<file path="src/rtl/register_file_mc_if.sv">
// Bus bundle for the multi-context register file: read ports, write port,
// clear request and ready status.
interface register_file_mc_if #(
   parameter int REGADDR_WIDTH = 4,
   parameter int DATA_WIDTH    = 32,
   parameter int CTX_WIDTH     = 1,
   parameter int NUM_RD        = 2
);
   logic [NUM_RD*CTX_WIDTH-1:0]     rd_ctx;
   logic [NUM_RD*REGADDR_WIDTH-1:0] rd_addr;
   logic [NUM_RD*DATA_WIDTH-1:0]    rd_data;
   logic                            wr_en;
   logic [CTX_WIDTH-1:0]            wr_ctx;
   logic [REGADDR_WIDTH-1:0]        wr_addr;
   logic [DATA_WIDTH-1:0]           wr_data;
   logic [DATA_WIDTH/8-1:0]         wr_be;
   logic                            clr_req;
   logic                            ready;

   modport master (
      output rd_ctx, rd_addr, wr_en, wr_ctx, wr_addr, wr_data, wr_be, clr_req,
      input  rd_data, ready
   );

   modport slave (
      input  rd_ctx, rd_addr, wr_en, wr_ctx, wr_addr, wr_data, wr_be, clr_req,
      output rd_data, ready
   );
endinterface

</file>
<file path="src/rtl/register_file_mc.sv">
// Multi-context, multi-read-port, byte-enabled register file with registered
// write-first reads and a sequential clear engine in place of an array reset.
//
// state    | meaning
// ---------+-----------------------------------------------------------
// ST_CLEAR | zeroing one flat entry per cycle; reads forced 0, writes dropped
// ST_READY | normal operation; clr_req restarts the clear sweep
module register_file_mc #(
   parameter int REGADDR_WIDTH = 4,
   parameter int DATA_WIDTH    = 32,
   parameter int NUM_CTX       = 2,
   parameter int CTX_WIDTH     = 1,
   parameter int NUM_RD        = 2,
   parameter int ZERO_REG      = 1
) (
   input logic               clk_i,
   input logic               reset_n_i,
   register_file_mc_if.slave bus
);

   localparam int NUM_REGS = 1 << REGADDR_WIDTH;
   localparam int NUM_ENT  = NUM_CTX * NUM_REGS;
   localparam int ADDR_W   = $clog2(NUM_ENT);
   localparam int IDX_W    = $clog2(NUM_ENT) + 1;
   localparam int NUM_BE   = DATA_WIDTH / 8;
   localparam int FLAT_W   = CTX_WIDTH + REGADDR_WIDTH;

   localparam logic [IDX_W-1:0] LAST_IDX = IDX_W'(NUM_ENT - 1);

   typedef enum logic {ST_CLEAR, ST_READY} state_e;

   state_e            state_q, state_d;
   logic [IDX_W-1:0]  clr_idx_q, clr_idx_d;
   logic              ready_w;
   logic              clr_we;

   logic [DATA_WIDTH-1:0] mem_q [NUM_ENT];
   logic                  mem_we;
   logic [ADDR_W-1:0]     mem_waddr;
   logic [DATA_WIDTH-1:0] mem_wdata;
   logic [NUM_BE-1:0]     mem_wbe;

   logic [NUM_RD*CTX_WIDTH-1:0]     rd_ctx_w;
   logic [NUM_RD*REGADDR_WIDTH-1:0] rd_addr_w;
   logic                            wr_en_w;
   logic [CTX_WIDTH-1:0]            wr_ctx_w;
   logic [REGADDR_WIDTH-1:0]        wr_addr_w;
   logic [DATA_WIDTH-1:0]           wr_data_w;
   logic [NUM_BE-1:0]               wr_be_w;
   logic                            clr_req_w;

   logic              wr_commit;
   logic [ADDR_W-1:0] wr_ent;

   logic [DATA_WIDTH-1:0]        rd_d [NUM_RD];
   logic [DATA_WIDTH-1:0]        rd_q [NUM_RD];
   logic [NUM_RD*DATA_WIDTH-1:0] rd_flat;

   assign rd_ctx_w  = bus.rd_ctx;
   assign rd_addr_w = bus.rd_addr;
   assign wr_en_w   = bus.wr_en;
   assign wr_ctx_w  = bus.wr_ctx;
   assign wr_addr_w = bus.wr_addr;
   assign wr_data_w = bus.wr_data;
   assign wr_be_w   = bus.wr_be;
   assign clr_req_w = bus.clr_req;

   // ---------------------------------------------------------------- FSM
   always_ff @(posedge clk_i) begin
      if (!reset_n_i) begin
         state_q   <= ST_CLEAR;
         clr_idx_q <= '0;
      end else begin
         state_q   <= state_d;
         clr_idx_q <= clr_idx_d;
      end
   end

   always_comb begin
      state_d   = state_q;
      clr_idx_d = clr_idx_q;
      case (state_q)
         ST_CLEAR: begin
            clr_idx_d = clr_idx_q + IDX_W'(1);
            if (clr_idx_q == LAST_IDX) begin
               state_d = ST_READY;
            end
         end
         ST_READY: begin
            if (clr_req_w) begin
               state_d   = ST_CLEAR;
               clr_idx_d = '0;
            end
         end
         default: begin
            state_d   = ST_CLEAR;
            clr_idx_d = '0;
         end
      endcase
   end

   always_comb begin
      ready_w = 1'b0;
      clr_we  = 1'b0;
      case (state_q)
         ST_CLEAR: clr_we  = 1'b1;
         ST_READY: ready_w = 1'b1;
         default:  clr_we  = 1'b1;
      endcase
   end

   assign bus.ready = ready_w;

   // ------------------------------------------------------ write port mux
   function automatic logic ctx_valid(input logic [CTX_WIDTH-1:0] ctx);
      return 32'(ctx) < NUM_CTX;
   endfunction

   function automatic logic is_zero_reg(input logic [REGADDR_WIDTH-1:0] addr);
      return (ZERO_REG != 0) && (addr == '0);
   endfunction

   function automatic logic [ADDR_W-1:0] flat_ent(input logic [CTX_WIDTH-1:0] ctx,
                                                  input logic [REGADDR_WIDTH-1:0] addr);
      logic [FLAT_W-1:0] flat;
      flat = {ctx, addr};
      return ADDR_W'(flat);
   endfunction

   // A clear request in the same cycle wins over the user write.
   assign wr_commit = ready_w && wr_en_w && !clr_req_w &&
                      ctx_valid(wr_ctx_w) && !is_zero_reg(wr_addr_w);
   assign wr_ent    = flat_ent(wr_ctx_w, wr_addr_w);

   always_comb begin
      mem_we    = 1'b0;
      mem_waddr = '0;
      mem_wdata = '0;
      mem_wbe   = '0;
      if (clr_we) begin
         mem_we    = 1'b1;
         mem_waddr = ADDR_W'(clr_idx_q);
         mem_wbe   = '1;
      end else if (wr_commit) begin
         mem_we    = 1'b1;
         mem_waddr = wr_ent;
         mem_wdata = wr_data_w;
         mem_wbe   = wr_be_w;
      end
   end

   // Single write port, no reset: keeps the array mappable onto RAM.
   always_ff @(posedge clk_i) begin
      if (mem_we) begin
         for (int b = 0; b < NUM_BE; b++) begin
            if (mem_wbe[b]) begin
               mem_q[mem_waddr][8*b +: 8] <= mem_wdata[8*b +: 8];
            end
         end
      end
   end

   // ------------------------------------------------------- read ports
   function automatic logic [DATA_WIDTH-1:0] read_port(input int k);
      logic [CTX_WIDTH-1:0]     rctx;
      logic [REGADDR_WIDTH-1:0] raddr;
      logic [ADDR_W-1:0]        rent;
      logic [DATA_WIDTH-1:0]    word;
      rctx  = rd_ctx_w[k*CTX_WIDTH +: CTX_WIDTH];
      raddr = rd_addr_w[k*REGADDR_WIDTH +: REGADDR_WIDTH];
      rent  = flat_ent(rctx, raddr);
      word  = '0;
      if (ready_w && ctx_valid(rctx) && !is_zero_reg(raddr)) begin
         word = mem_q[rent];
         if (wr_commit && (wr_ent == rent)) begin
            for (int b = 0; b < NUM_BE; b++) begin
               if (wr_be_w[b]) begin
                  word[8*b +: 8] = wr_data_w[8*b +: 8];
               end
            end
         end
      end
      return word;
   endfunction

   always_comb begin
      for (int k = 0; k < NUM_RD; k++) begin
         rd_d[k] = read_port(k);
      end
   end

   always_ff @(posedge clk_i) begin
      for (int k = 0; k < NUM_RD; k++) begin
         if (!reset_n_i) begin
            rd_q[k] <= '0;
         end else begin
            rd_q[k] <= rd_d[k];
         end
      end
   end

   always_comb begin
      rd_flat = '0;
      for (int k = 0; k < NUM_RD; k++) begin
         rd_flat[k*DATA_WIDTH +: DATA_WIDTH] = rd_q[k];
      end
   end

   assign bus.rd_data = rd_flat;

endmodule

</file>
<file path="src/flat_wrapper.sv">
// flat-port wrapper written by rule: the top's interface ports become plain ports
module register_file_mc_flat 
#(
   parameter int REGADDR_WIDTH = 4,
   parameter int DATA_WIDTH    = 32,
   parameter int NUM_CTX       = 2,
   parameter int CTX_WIDTH     = 1,
   parameter int NUM_RD        = 2,
   parameter int ZERO_REG      = 1
)
  (clk_i, reset_n_i, bus_rd_ctx, bus_rd_addr, bus_wr_en, bus_wr_ctx, bus_wr_addr, bus_wr_data, bus_wr_be, bus_clr_req, bus_rd_data, bus_ready);
  register_file_mc_if #(.REGADDR_WIDTH(REGADDR_WIDTH), .DATA_WIDTH(DATA_WIDTH), .CTX_WIDTH(CTX_WIDTH), .NUM_RD(NUM_RD)) bus_i ();
  input logic clk_i;
  input logic reset_n_i;
  input wire logic [$bits(bus_i.rd_ctx)-1:0] bus_rd_ctx;
  input wire logic [$bits(bus_i.rd_addr)-1:0] bus_rd_addr;
  input wire logic [$bits(bus_i.wr_en)-1:0] bus_wr_en;
  input wire logic [$bits(bus_i.wr_ctx)-1:0] bus_wr_ctx;
  input wire logic [$bits(bus_i.wr_addr)-1:0] bus_wr_addr;
  input wire logic [$bits(bus_i.wr_data)-1:0] bus_wr_data;
  input wire logic [$bits(bus_i.wr_be)-1:0] bus_wr_be;
  input wire logic [$bits(bus_i.clr_req)-1:0] bus_clr_req;
  output wire logic [$bits(bus_i.rd_data)-1:0] bus_rd_data;
  output wire logic [$bits(bus_i.ready)-1:0] bus_ready;
  assign bus_i.rd_ctx = bus_rd_ctx;
  assign bus_i.rd_addr = bus_rd_addr;
  assign bus_i.wr_en = bus_wr_en;
  assign bus_i.wr_ctx = bus_wr_ctx;
  assign bus_i.wr_addr = bus_wr_addr;
  assign bus_i.wr_data = bus_wr_data;
  assign bus_i.wr_be = bus_wr_be;
  assign bus_i.clr_req = bus_clr_req;
  assign bus_rd_data = bus_i.rd_data;
  assign bus_ready = bus_i.ready;
  register_file_mc #(.REGADDR_WIDTH(REGADDR_WIDTH), .DATA_WIDTH(DATA_WIDTH), .NUM_CTX(NUM_CTX), .CTX_WIDTH(CTX_WIDTH), .NUM_RD(NUM_RD), .ZERO_REG(ZERO_REG)) u_core (.clk_i(clk_i), .reset_n_i(reset_n_i), .bus(bus_i));
endmodule
</file>
<file path="config.mk">
export PLATFORM = sky130hd
export DESIGN_NAME = register_file_mc_flat
export DESIGN_NICKNAME = d
export VERILOG_FILES = /design/src/rtl/register_file_mc_if.sv /design/src/rtl/register_file_mc.sv /design/src/flat_wrapper.sv
export SDC_FILE = /design/constraint.sdc
export NUM_CORES = 1
export LEC_CHECK = 0
export CORE_MARGIN = 8
export CORE_UTILIZATION = 30
export DETAILED_ROUTE_END_ITERATION = 16
export GPL_ROUTABILITY_DRIVEN = 1
export PLACE_DENSITY = 0.48
export SLEW_MARGIN = 10
export SYNTH_ARGS = -nofsm -noshare
export SYNTH_HDL_FRONTEND = slang
export SYNTH_SLANG_ARGS = --single-unit
export TNS_END_PERCENT = 50
</file>
<file path="constraint.sdc">
create_clock -name clk_i -period 3.85 [get_ports clk_i]
set_input_delay 0.5775 -clock clk_i [delete_from_list [all_inputs] [get_ports clk_i]]
set_output_delay 0.5775 -clock clk_i [all_outputs]
set_load 0.01 [all_outputs]
</file>
==> results.md, run 1 <==
* First-pass DRT Iterations at 6
* Slew Limit Fails at 0
* PD cells at 433.8 nW/um^2
* Rows at 151
* Clk slew on worst S/H paths at 0.06 ns
* Synth Area in XOR/XNOR at 0.001896
* Clock Power Share at 0.440
* Synth-to-layout area growth at 18.88%
* GRT Overall Usage at 0.1796
* Sw power at 6.004 mW
* Layout cells sized above 1 at 0.3379
* DRC violations left at 0
* Non-filler cells, final at 5423
* Starting Density at 0.3009
* Worst setup SP type: input pin
* Largest family of logic cells by synthesized area: multiplexers
* Antenna-violating nets left at 0
* Final period util at 0.8681
* CTS tree: built
* Cell area after layout at 60410 sq um
* Final hold viol count at 0
* Adder-Cell Fraction of Synth Area at 0.0002462
* Yosys cell types at 67
* CTS Hold Buffers Added at 0
* Comb pwr share at 0.063
* Die H at 427.6 microns
* Sw Share at 0.2291
* Port bufs at 119
* Worst Skew at 0.04839 ns
* Sequential Power Share at 0.497
* # IOs at 120
* Crit. End Element: flip-flop
* Fraction of the yosys area taken by sequential cells at 0.6331
* Number of flops mapped to enable cells by yosys at 1024
* Yosys warns at 0
* Least-Margin Pin Slew at 1.101 ns
* Routed wl met2 at 81320 microns
* Placed cell area at 56470 sq um
* Global-route wire length before repair at 238600 microns
* RSZ-0062 raised after global routing: false
* Clock Latency Late Sink at 0.79 ns
* Mapped Area at 50820 sq um
* Final WL at 167200 microns
* Int Pwr at 20.20 mW
* Antenna violations before repair at 4
* CP arrival at 3.92 ns
* CP max FO at 18
* Fmax at 0.2992 GHz
* Asr flop ratio synth at 0
* Vias at 30070
* Vias/cell at 5.544
* Metal3 WL at 10720 microns
* Final setup violation count at 0
* WS Path Type: input pin to flip-flop
* Core region area at 168900 sq um
* Simple-gate share of the synthesized area at 0.04567
* Avg Inst Size Synth at 18.45 sq um
* Dpl cells at 5191
* Slew headroom at 0.2633
* Gpl congestion at 0.8707
* Wl on met1 at 68360 microns
* Critical path data required time at 4.43 ns
* Clock tree root buffer cell: clkbuf_16
* Worst VDD drop at 0.3935 mV
* Drt wl/cell at 30.84 microns
* Worst Hold Class: input pin to flip-flop
* Post-cts repair resize count at 0
* Drt first-iter violations at 3056
* Post-CTS setup buffers at 0
* DR top layer: met5
* Chip Width at 427.6 microns
* Grt total ovfl at 0
* Most common flop cell mapped by yosys: edfxtp_1
* Max_cap viols at 0
* Vias in the first global route at 32130
* Hpwl dp at 117300 microns
* CTS buffer count at 121
* Die area at 182800 sq um
* Mapped Cells at 2755
* Register bit count reported by yosys at 1095
* H-tree depth at 3
* Fin crit period at 3.342 ns
* Multiplexer share of the synthesized area at 0.2620
* Largest net degree at the start of global routing at 67
* Post-synthesis compound-gate area fraction at 0.03688
* Pleak at 17.63 nW
* Final Net Count at 3152
* Syn nets at 2811
* Clock Path Buffers at 3
* Run status: completed
* Clock Sink Count at 1095
[synth_stat cells, types with 17 or more instances]
library cell	count	area (sq um)
edfxtp_1	1024	30750
mux4_2	522	11760
nand2_1	176	660.6
mux2i_1	130	1301
nor2_1	118	442.9
buf_2	101	505.5
clkbuf_1	77	289.0
dfxtp_1	71	1421
a22oi_1	47	352.8
and3_1	47	294.0
a21oi_1	38	190.2
nor3_1	37	185.2
o21ai_0	35	175.2
nand3_1	34	170.2
a211oi_1	28	210.2
nor2b_1	26	162.7
mux2_2	23	259.0
o211ai_1	17	127.6
o22ai_1	17	106.4
[stage by stage]
stage	total power, mW	util	TNS (ns)	worst slack (ns)	hold WS, ns
2_1_floorplan	14.25	-	0	0.8001	0.4810
3_3_place_gp	14.92	0.3343	-0.4029	-0.03450	0.4992
3_5_place_dp	14.94	0.3343	-0.5497	-0.03314	0.5603
4_1_cts	26.48	0.3576	0	0.7973	0.3766
5_1_grt	26.97	0.3576	0	0.6052	0.4344
6_report	26.21	0.3577	0	0.5079	0.4293
[kinds of logic (layout without fill, tap and decap cells)]
family / count (synthesis) / in the layout
DFF: 1095 / 1095
muxes: 675 / 675
and+or+nand+nor: 491 / 491
AOI/OAI and AO/OA: 263 / 263
buffers and inverters: 219 / 666
xor gates and xnor gates: 11 / 11
adders and majority gates: 1 / 1
other: 0 / 3
[metal layers]
metal / up-vias / track usage
met1: 16270 / 0.2337
met4: 2 / 0.07073
met5: - / 0
met2: 1210 / 0.2988
met3: 256 / 0.03278
li1: 12330 / -
[sequential cells by signal, indices dropped and copies added (netlist names)]
register          count
u_core.rd_q          64
u_core.mem_q       1024
u_core.state_q        1
u_core.clr_idx_q      6
[power by group through the flow]
stage	registers, mW	logic, mW	clock network, mW
2_1_floorplan	13.2	1.00	0
3_3_place_gp	13.3	1.66	0
3_5_place_dp	13.3	1.67	0
4_1_cts	13.0	1.67	11.8
5_1_grt	13.0	1.73	12.2
6_report	13.0	1.66	11.5
[critical path, cell delays in order]
cell and delay [ns]:
clkdlybuf4s50_1 0.62, or4_4 0.74, buf_4 0.32, nand3_1 0.21, or3_1 0.52, o21ai_0 0.16
nor3_1 0.74
[path summary, 6_finish.rpt]
path / to / from / cells after the start / slack [ns]
setup reg to reg: u_core.rd_q[0][31]$_SDFF_PN0_ / u_core.state_q$_SDFF_PN0_ / 7 / 0.69
setup / recovery: u_core.rd_q[0][31]$_SDFF_PN0_ / bus_wr_addr[3] / 7 / 0.51
hold / removal: u_core.rd_q[1][27]$_SDFF_PN0_ / bus_wr_data[27] / 3 / 0.43
hold reg to reg: u_core.clr_idx_q[5]$_SDFFE_PN0P_ / u_core.clr_idx_q[5]$_SDFFE_PN0P_ / 2 / 0.57
[cells in the final DEF (no fill, tap or decap), types with 46 or more instances in the layout]
master,netlist,layout
dfxtp_1,71,71
nand2_1,176,176
a22oi_1,47,47
clkbuf_16,0,124
and3_1,47,46
clkdlybuf4s50_1,0,109
buf_4,13,282
mux2i_1,130,130
mux4_2,522,522
nor2_1,118,118
edfxtp_1,1024,1024
[layout make-up]
class,count,area [sq um]
clock inverter,70,663.1
antenna,3,7.507
tap,2218,2775
clock buffer,159,3274
timing repair buffer,426,3814
fill,15810,108500
inverter,11,41.29
sequential,1095,32170
multi-input combinational,1441,17670
Note: power is estimated with default switching activity, not from simulation.
==> inputs of run 2 (changes only) <==
- CTS_CLUSTER_SIZE: not set -> 25
==> results of run 2 <==
Final layout, timing and power as in run 1 (identical DEF).
